## config.mk

```make
export PLATFORM = sky130hd
export DESIGN_NAME = fir_coeff_loader
export DESIGN_NICKNAME = d
export VERILOG_FILES = /design/src/rtl/fir_coeff_loader_pkg.sv /design/src/rtl/fir_coeff_loader_bank.sv /design/src/rtl/fir_coeff_loader.sv
export SDC_FILE = /design/constraint.sdc
export NUM_CORES = 1
export LEC_CHECK = 0
export CORE_MARGIN = 5
export CORE_UTILIZATION = 45
export CTS_BUF_LIST = sky130_fd_sc_hd__clkbuf_2 sky130_fd_sc_hd__clkbuf_4 sky130_fd_sc_hd__clkbuf_8
export DETAILED_ROUTE_END_ITERATION = 6
export GPL_TIMING_DRIVEN = 0
export PLACE_DENSITY = 0.78
export SLEW_MARGIN = 40
export SYNTH_ARGS = -nofsm -noshare
export SYNTH_HDL_FRONTEND = slang
export SYNTH_SLANG_ARGS = --single-unit
```

## constraint.sdc

```tcl
create_clock -name clk -period 2.5 [get_ports clk]
set_input_delay 0.5 -clock clk [delete_from_list [all_inputs] [get_ports clk]]
set_output_delay 0.5 -clock clk [all_outputs]
set_load 0.005 [all_outputs]
```

## src/rtl/fir_coeff_loader_pkg.sv

```systemverilog
// Shared types and helpers for the MSO FIR coefficient loader.
package fir_coeff_loader_pkg;

    typedef enum logic [1:0] {
        ST_IDLE   = 2'd0,
        ST_LOAD   = 2'd1,
        ST_DRAIN  = 2'd2,
        ST_COMMIT = 2'd3
    } load_state_e;

    function automatic int unsigned clog2(input int unsigned value);
        int unsigned result;
        result = 0;
        while ((32'd1 << result) < value) begin
            result++;
        end
        return result;
    endfunction

endpackage

```

## src/rtl/fir_coeff_loader_bank.sv

```systemverilog
// Shadow/active coefficient storage with atomic commit and registered readback.
module fir_coeff_bank
    import fir_coeff_loader_pkg::*;
#(
    parameter int unsigned N           = 4,
    parameter int unsigned COEFF_WIDTH = 8,
    parameter int unsigned IDX_WIDTH   = 2,
    parameter logic [N*COEFF_WIDTH-1:0] RESET_COEFFS = '0
) (
    input  logic                     clk,
    input  logic                     rst,
    input  logic                     wr_en_i,
    input  logic [IDX_WIDTH-1:0]     wr_idx_i,
    input  logic [COEFF_WIDTH-1:0]   wr_data_i,
    input  logic                     commit_i,
    input  logic [IDX_WIDTH-1:0]     rd_index_i,
    output logic [N*COEFF_WIDTH-1:0] packed_coeffs_o,
    output logic                     coeffs_updated_o,
    output logic [COEFF_WIDTH-1:0]   rd_coeff_o
);

    logic [COEFF_WIDTH-1:0]   shadow_q [N];
    logic [N*COEFF_WIDTH-1:0] shadow_packed;
    logic [N*COEFF_WIDTH-1:0] active_q;
    logic                     updated_q;
    logic [COEFF_WIDTH-1:0]   rd_coeff_q;
    logic [COEFF_WIDTH-1:0]   rd_coeff_d;

    always_comb begin
        shadow_packed = '0;
        for (int unsigned t = 0; t < N; t++) begin
            shadow_packed[COEFF_WIDTH*t +: COEFF_WIDTH] = shadow_q[t];
        end
    end

    // Indices with no matching tap (rd_index >= N) fall through to zero.
    always_comb begin
        rd_coeff_d = '0;
        for (int unsigned t = 0; t < N; t++) begin
            if (rd_index_i == IDX_WIDTH'(t)) begin
                rd_coeff_d = active_q[COEFF_WIDTH*t +: COEFF_WIDTH];
            end
        end
    end

    always_ff @(posedge clk) begin
        if (rst) begin
            for (int unsigned t = 0; t < N; t++) begin
                shadow_q[t] <= '0;
            end
            active_q   <= RESET_COEFFS;
            updated_q  <= 1'b0;
            rd_coeff_q <= '0;
        end else begin
            for (int unsigned t = 0; t < N; t++) begin
                if (wr_en_i && (wr_idx_i == IDX_WIDTH'(t))) begin
                    shadow_q[t] <= wr_data_i;
                end
            end
            if (commit_i) begin
                active_q <= shadow_packed;
            end
            updated_q  <= commit_i;
            rd_coeff_q <= rd_coeff_d;
        end
    end

    assign packed_coeffs_o  = active_q;
    assign coeffs_updated_o = updated_q;
    assign rd_coeff_o       = rd_coeff_q;

endmodule

```

## src/rtl/fir_coeff_loader.sv

```systemverilog
// Streams coefficient frames into a shadow bank and commits complete frames atomically.
module fir_coeff_loader
    import fir_coeff_loader_pkg::*;
#(
    parameter int unsigned N           = 4,
    parameter int unsigned COEFF_WIDTH = 8,
    parameter logic [N*COEFF_WIDTH-1:0] RESET_COEFFS = '0,
    parameter int unsigned IDX_WIDTH   = 2
) (
    input  logic                     clk,
    input  logic                     rst,
    input  logic                     s_valid,
    output logic                     s_ready,
    input  logic [COEFF_WIDTH-1:0]   s_data,
    input  logic                     s_last,
    input  logic                     commit_en,
    output logic [N*COEFF_WIDTH-1:0] packed_coeffs,
    output logic                     coeffs_updated,
    output logic                     frame_error,
    input  logic [IDX_WIDTH-1:0]     rd_index,
    output logic [COEFF_WIDTH-1:0]   rd_coeff
);

    if (N < 1) begin : g_bad_n
        $error("fir_coeff_loader: N must be >= 1");
    end
    if ((IDX_WIDTH < 1) || (IDX_WIDTH < clog2(N))) begin : g_bad_idx
        $error("fir_coeff_loader: IDX_WIDTH too small for N taps");
    end

    localparam logic [IDX_WIDTH-1:0] LAST_IDX = IDX_WIDTH'(N - 1);

    load_state_e            state_q, state_d;
    logic [IDX_WIDTH-1:0]   idx_q, idx_d;
    logic                   ready_q, ready_d;
    logic                   ferr_q, ferr_d;
    logic                   xfer;
    logic                   wr_en;
    logic [IDX_WIDTH-1:0]   wr_idx;
    logic                   commit;

    assign xfer = s_valid && ready_q;

    always_comb begin
        state_d = state_q;
        idx_d   = idx_q;
        ferr_d  = 1'b0;
        wr_en   = 1'b0;
        wr_idx  = idx_q;
        commit  = 1'b0;
        unique case (state_q)
            ST_IDLE: begin
                if (xfer) begin
                    wr_en  = 1'b1;
                    wr_idx = '0;
                    idx_d  = IDX_WIDTH'(1);
                    if ((N == 1) && s_last) begin
                        state_d = ST_COMMIT;
                    end else if (s_last) begin
                        ferr_d = 1'b1;
                        idx_d  = '0;
                    end else if (N == 1) begin
                        state_d = ST_DRAIN;
                    end else begin
                        state_d = ST_LOAD;
                    end
                end
            end
            ST_LOAD: begin
                if (xfer) begin
                    wr_en = 1'b1;
                    if (s_last && (idx_q == LAST_IDX)) begin
                        state_d = ST_COMMIT;
                    end else if (s_last) begin
                        ferr_d  = 1'b1;
                        idx_d   = '0;
                        state_d = ST_IDLE;
                    end else if (idx_q == LAST_IDX) begin
                        state_d = ST_DRAIN;
                    end else begin
                        idx_d = idx_q + IDX_WIDTH'(1);
                    end
                end
            end
            ST_DRAIN: begin
                if (xfer && s_last) begin
                    ferr_d  = 1'b1;
                    idx_d   = '0;
                    state_d = ST_IDLE;
                end
            end
            ST_COMMIT: begin
                if (commit_en) begin
                    commit  = 1'b1;
                    idx_d   = '0;
                    state_d = ST_IDLE;
                end
            end
            default: state_d = ST_IDLE;
        endcase
        ready_d = (state_d != ST_COMMIT);
    end

    always_ff @(posedge clk) begin
        if (rst) begin
            state_q <= ST_IDLE;
            idx_q   <= '0;
            ready_q <= 1'b0;
            ferr_q  <= 1'b0;
        end else begin
            state_q <= state_d;
            idx_q   <= idx_d;
            ready_q <= ready_d;
            ferr_q  <= ferr_d;
        end
    end

    assign s_ready     = ready_q;
    assign frame_error = ferr_q;

    fir_coeff_bank #(
        .N            (N),
        .COEFF_WIDTH  (COEFF_WIDTH),
        .IDX_WIDTH    (IDX_WIDTH),
        .RESET_COEFFS (RESET_COEFFS)
    ) u_bank (
        .clk              (clk),
        .rst              (rst),
        .wr_en_i          (wr_en),
        .wr_idx_i         (wr_idx),
        .wr_data_i        (s_data),
        .commit_i         (commit),
        .rd_index_i       (rd_index),
        .packed_coeffs_o  (packed_coeffs),
        .coeffs_updated_o (coeffs_updated),
        .rd_coeff_o       (rd_coeff)
    );

endmodule
```

# Word-level counts from Yosys, hierarchy flattened
# Memories as Yosys holds them, arrays and structs flattened. A register that Yosys moved wholly into a read port is not among the register bits.
# Cells that the tools add are included.
[totals] ramBits=32 memories=1 elab_cells=93 regBits=15
[classes] n_eq_ne=17 n_bitwise=4 n_reduce_logical=12 muxes=52 n_addsub=1
[mem_list] name="u_bank.shadow_q" depth=4 word_bits=8 read_ports=4 rd_clocked_by_memory_dff=4 write_ports=4 line="fir_coeff_loader_bank.sv:22" rtl="logic [COEFF_WIDTH-1:0] shadow_q [N];"
[op_table] cell="$mux 8" count=8
[op_table] cell="$mux 2" count=17
[op_table] cell="$mux 1" count=24
[op_table] cell="$pmux 2 s4" count=2
[op_table] cell="$eq 2x2->1 const B" count=7
[op_table] cell="$ne 2x2->1 const B" count=6
[op_table] cell="$logic_and 1x1->1" count=7
[op_table] cell="$eq 2x1->1 const B" count=3
[op_table] cell="$logic_not 2->1" count=3
[op_table] cell="$reduce_and 6->1" count=1
[op_table] cell="$or 1x1->1" count=4
[op_table] cell="$ne 3x3->1 const B" count=1
[op_table] cell="$pmux 1 s3" count=1
[op_table] cell="$add 2x1->2 const B" count=1
[op_table] cell="$reduce_or 2->1" count=1

# Depth between registers and ports, before layout
# Gate-level depths: netlist of run 1.
[depth] ltp_word=9 ltp_mapped=5 ltp_nobuf=4

# Modules after synthesis
# Synthesis of run 1 repeated with hierarchy kept, for this count alone.
[unflattened] cells_unflattened=257 area_unflattened_um2=3230.6
[modules_own_cells] mod="fir_coeff_bank" area_each_um2=2834.0 seq_area_each_um2=1781.7 instances=1 cells_per_inst=218
[modules_own_cells] mod="fir_coeff_loader" area_each_um2=396.6 seq_area_each_um2=120.1 instances=1 cells_per_inst=39

# Worst setup path after synthesis of run 1
# OpenSTA, ideal clock, no wires.
[synth_timing] kind="input to register" from="in s_valid" to="mem u_bank.shadow_q[1][2] (netlist: u_bank.shadow_q[0][10]), enable pin" path_buffers=0 required_time_ns=2.102 arrival_ns=1.671 setup_ns=0.398 slack_ns=0.431 path_stages=2 cell_sequence="nand2_1 o41ai_1"
[synth_lines] element="start, declared" line="fir_coeff_loader.sv:12" rtl="input logic s_valid,"
[synth_lines] element="end, declared" line="fir_coeff_loader_bank.sv:22"

==> metrics.md, run 1 <==
| Metric | Value |
|---|---|
| Die span in x | `94.34 um` |
| Final Non-Filler Cells | `457` |
| First-pass GRT wire length | `11.84 mm` |
| Final period utilization | `89.48%` |
| CTS HTree Levels | `3` |
| Routed vias/inst | `5.070` |
| Endpoint type of the worst setup path | `register` |
| Max-cap violations | `0` |
| CTS buffer count | `9` |
| Via count | `2,317` |
| Reg power frac | `54.1%` |
| Worst hold slack | `0.4787 ns` |
| Met1 usage | `21.57%` |
| Area post-placement | `3886 um^2` |
| Worst slew margin | `55.32%` |
| Synth Cell Area | `3201 um^2` |
| Die ar. | `8899 um^2` |
| Setup TNS Final | `0 ns` |
| Placed cells | `441` |
| Busiest grt layer | `met2` |
| Logic pwr share | `4.1%` |
| CTS clk-pin slew, worst paths | `0.08 ns` |
| Drt wl/cell | `15.46 um` |
| Grt met2 use | `28.19%` |
| # hold bufs at CTS | `0` |
| Worst Slack Setup Final | `0.2630 ns` |
| Max-slew violation count | `0` |
| WS Path Type | `primary input to register` |
| Data required, critical path | `2.50 ns` |
| Int Pwr | `2.001 mW` |
| Number of antenna violations at the first check in global routing | `0` |
| Clock Path Buffers | `2` |
| Iter 0 DRT Violations | `85` |
| Dpl hpwl | `5.329 mm` |
| Yosys top cell by area | `edfxtp_1` |
| Sequential fraction of the synthesis area | `59.42%` |
| Antenna diodes | `0` |
| Gr usage total | `17.38%` |
| IO Pins | `58` |
| Antenna viol nets, final | `0` |
| Slew @ Worst Pin | `0.6630 ns` |
| Final Hold Viols | `0` |
| Core ar. | `6869 um^2` |
| Syn Nets | `306` |
| Final setup viols | `0` |
| Status | `finished, final reports clean` |
| RSZ-0062 raised after global routing | `false` |
| Worst-path fanout max | `10` |
| Min Tclk post-route | `2.237 ns` |
| Critical path launch point type | `primary input` |
| Worst Hold Class | `register to register` |
| Leakage | `1.483 nW` |
| Number of global-route vias before repair | `2,363` |
| Arrival time at the worst endpoint | `2.23 ns` |
| Drt total wl | `7.066 mm` |
| Layout Utilization | `59.89%` |
| Final instance area | `4114 um^2` |
| Row count | `30` |
| Maximum clock frequency | `447.0 MHz` |
| DIE HEIGHT | `94.34 um` |
| Post-cts sizing count | `0` |
| P&R area growth vs syn | `28.54%` |
| Synth Warn # | `0` |
| Cell count after synthesis | `289` |
| Layout cells sized above 1 | `12.47%` |
| Power Total | `2.543 mW` |
| Post-CTS Setup Inserts | `0` |
| Clock latency on the worst-skew pair | `0.35 ns` |
| FF+latch count, synth | `79` |
| Root buf cell | `clkbuf_8` |
| R2R Setup Slk | `0.62 ns` |
| Synth top area share | `30.02%` |
| I/O Buffers | `55` |
| DR pass1 iterations | `4` |
| Power share of the clock group | `41.9%` |
| Mean Syn Cell Area | `11.07 um^2` |
| DRC Markers | `0` |
| Setup WS pre-CTS | `-0.1023 ns` |
| Routability congestion estimate | `0.8405` |
| Largest cells by area after synthesis | `edfxtp_1 30%, dfxtp_1 29%, nand2_1 8.8%` |
| Skew final | `0.01197 ns` |
| Sw frac | `21.31%` |
| Clock sink count | `79` |
| NetSw | `541.9 uW` |
| TritonCTS clock tree | `done` |
| Met3 GRT Util | `4.542%` |
| Maximum number of pins on one net before global-route repair | `15` |
| Worst VDD drop | `0.0003058 V` |
| Distinct cells, synth | `35` |
| Fin nets | `373` |
| Pwr/cell area | `618.1 nW/um^2` |
| GR Overflow Total | `0` |
| Initial cell density of the core | `46.59%` |
==> cell usage after synthesis <==
cell type,number
nor4b_4,1
a2bb2oi_1,1
o41ai_1,1
a31oi_1,1
o41a_1,1
nor4_4,2
mux2i_1,2
dfxtp_1,47
a211oi_4,1
and3b_1,2
a21oi_1,32
mux4_2,8
nand3b_1,2
nand2_1,75
and4b_1,2
a21bo_1,1
buf_2,11
buf_6,1
inv_1,3
nor3_1,1
and3_1,1
and2_1,40
ha_1,2
clkbuf_2,1
mux2_2,1
o211a_1,1
buf_4,1
clkbuf_1,3
o21ai_0,2
nor2_1,3
nor4b_1,1
a21boi_0,1
nor4_1,1
edfxtp_1,32
nand3_1,4
==> power by group through the flow <==
stage / logic [mW] / clock network (mW) / registers (mW)
after floorplan: 0.0538 / 0 / 1.40
after global placement: 0.0993 / 0 / 1.40
after detailed placement: 0.104 / 0 / 1.40
after CTS: 0.104 / 1.07 / 1.37
after global routing: 0.113 / 1.16 / 1.38
final: 0.103 / 1.06 / 1.37
==> routing by layer <==
metal	vias up	routed length, um
met5	-	0
met4	0	111
met3	11	475
met2	83	3460
met1	1093	3019
li1	1130	-
==> layout by cell type, fill, tap and decap left out, types with 3 or more instances in the layout <==
cell / n
a21oi_1: 32
and2_1: 40
buf_2: 11
clkbuf_1: 3
clkbuf_8: 10
clkdlybuf4s50_1: 55
dfxtp_1: 47
edfxtp_1: 32
inv_1: 3
mux4_2: 8
nand2_1: 75
nand3_1: 4
nor2_1: 3
==> worst max-delay path, stage by stage <==
cell	delay (ns)
clkdlybuf4s50_1	0.56
inv_1	0.28
clkbuf_1	0.48
nand2_1	0.41
==> registers in the layout, summed over array words and instances, names as in the netlist <==
signal,count
frame_error,1
u_bank.coeffs_updated_o,1
state_q,2
u_bank.packed_coeffs_o,32
s_ready,1
u_bank.rd_coeff_o,8
idx_q,2
u_bank.shadow_q,32
==> final timing paths <==
check                             start                          to  depth (start not counted)
max                                 rst      u_bank.shadow_q[0][26]                          4
min          u_bank.packed_coeffs_o[21]  u_bank.packed_coeffs_o[21]                          2
max reg2reg                    idx_q[0]       u_bank.shadow_q[0][9]                          3
min reg2reg  u_bank.packed_coeffs_o[21]  u_bank.packed_coeffs_o[21]                          2
==> kinds of logic after synthesis <==
| kind of cell | after synthesis | synth area share [%] |
|---|---|---|
| buffers and inverters | 20 | 3.166 |
| AO/OA/AOI/OAI | 42 | 7.897 |
| flip-flops | 79 | 59.42 |
| multiplexers | 11 | 6.607 |
| adder cells (fa/ha/maj) | 2 | 0.7817 |
| AND/OR/NAND/NOR | 135 | 22.13 |
==> cell type report <==
class	count	area, um^2
inverter	3	11.26
multi-input combinational	190	1205
fill	567	2755
sequential	79	1902
tap	96	120.1
buffer	17	90.09
clock buffer	10	137.6
clock inverter	6	90.09
timing repair buffer	56	558.0
Power figures use the tool's default switching activity.
==> inputs of run 2 (changes only) <==
--- a/config.mk
+++ b/config.mk
@@ -5,6 +5,7 @@
 export SDC_FILE = /design/constraint.sdc
 export NUM_CORES = 1
 export LEC_CHECK = 0
+export ABC_CLOCK_PERIOD_IN_PS = 2500
 export CORE_MARGIN = 5
 export CORE_UTILIZATION = 45
 export CTS_BUF_LIST = sky130_fd_sc_hd__clkbuf_2 sky130_fd_sc_hd__clkbuf_4 sky130_fd_sc_hd__clkbuf_8
==> results of run 2 <==
No change in the layout: final DEF, timing and power equal those of run 1.
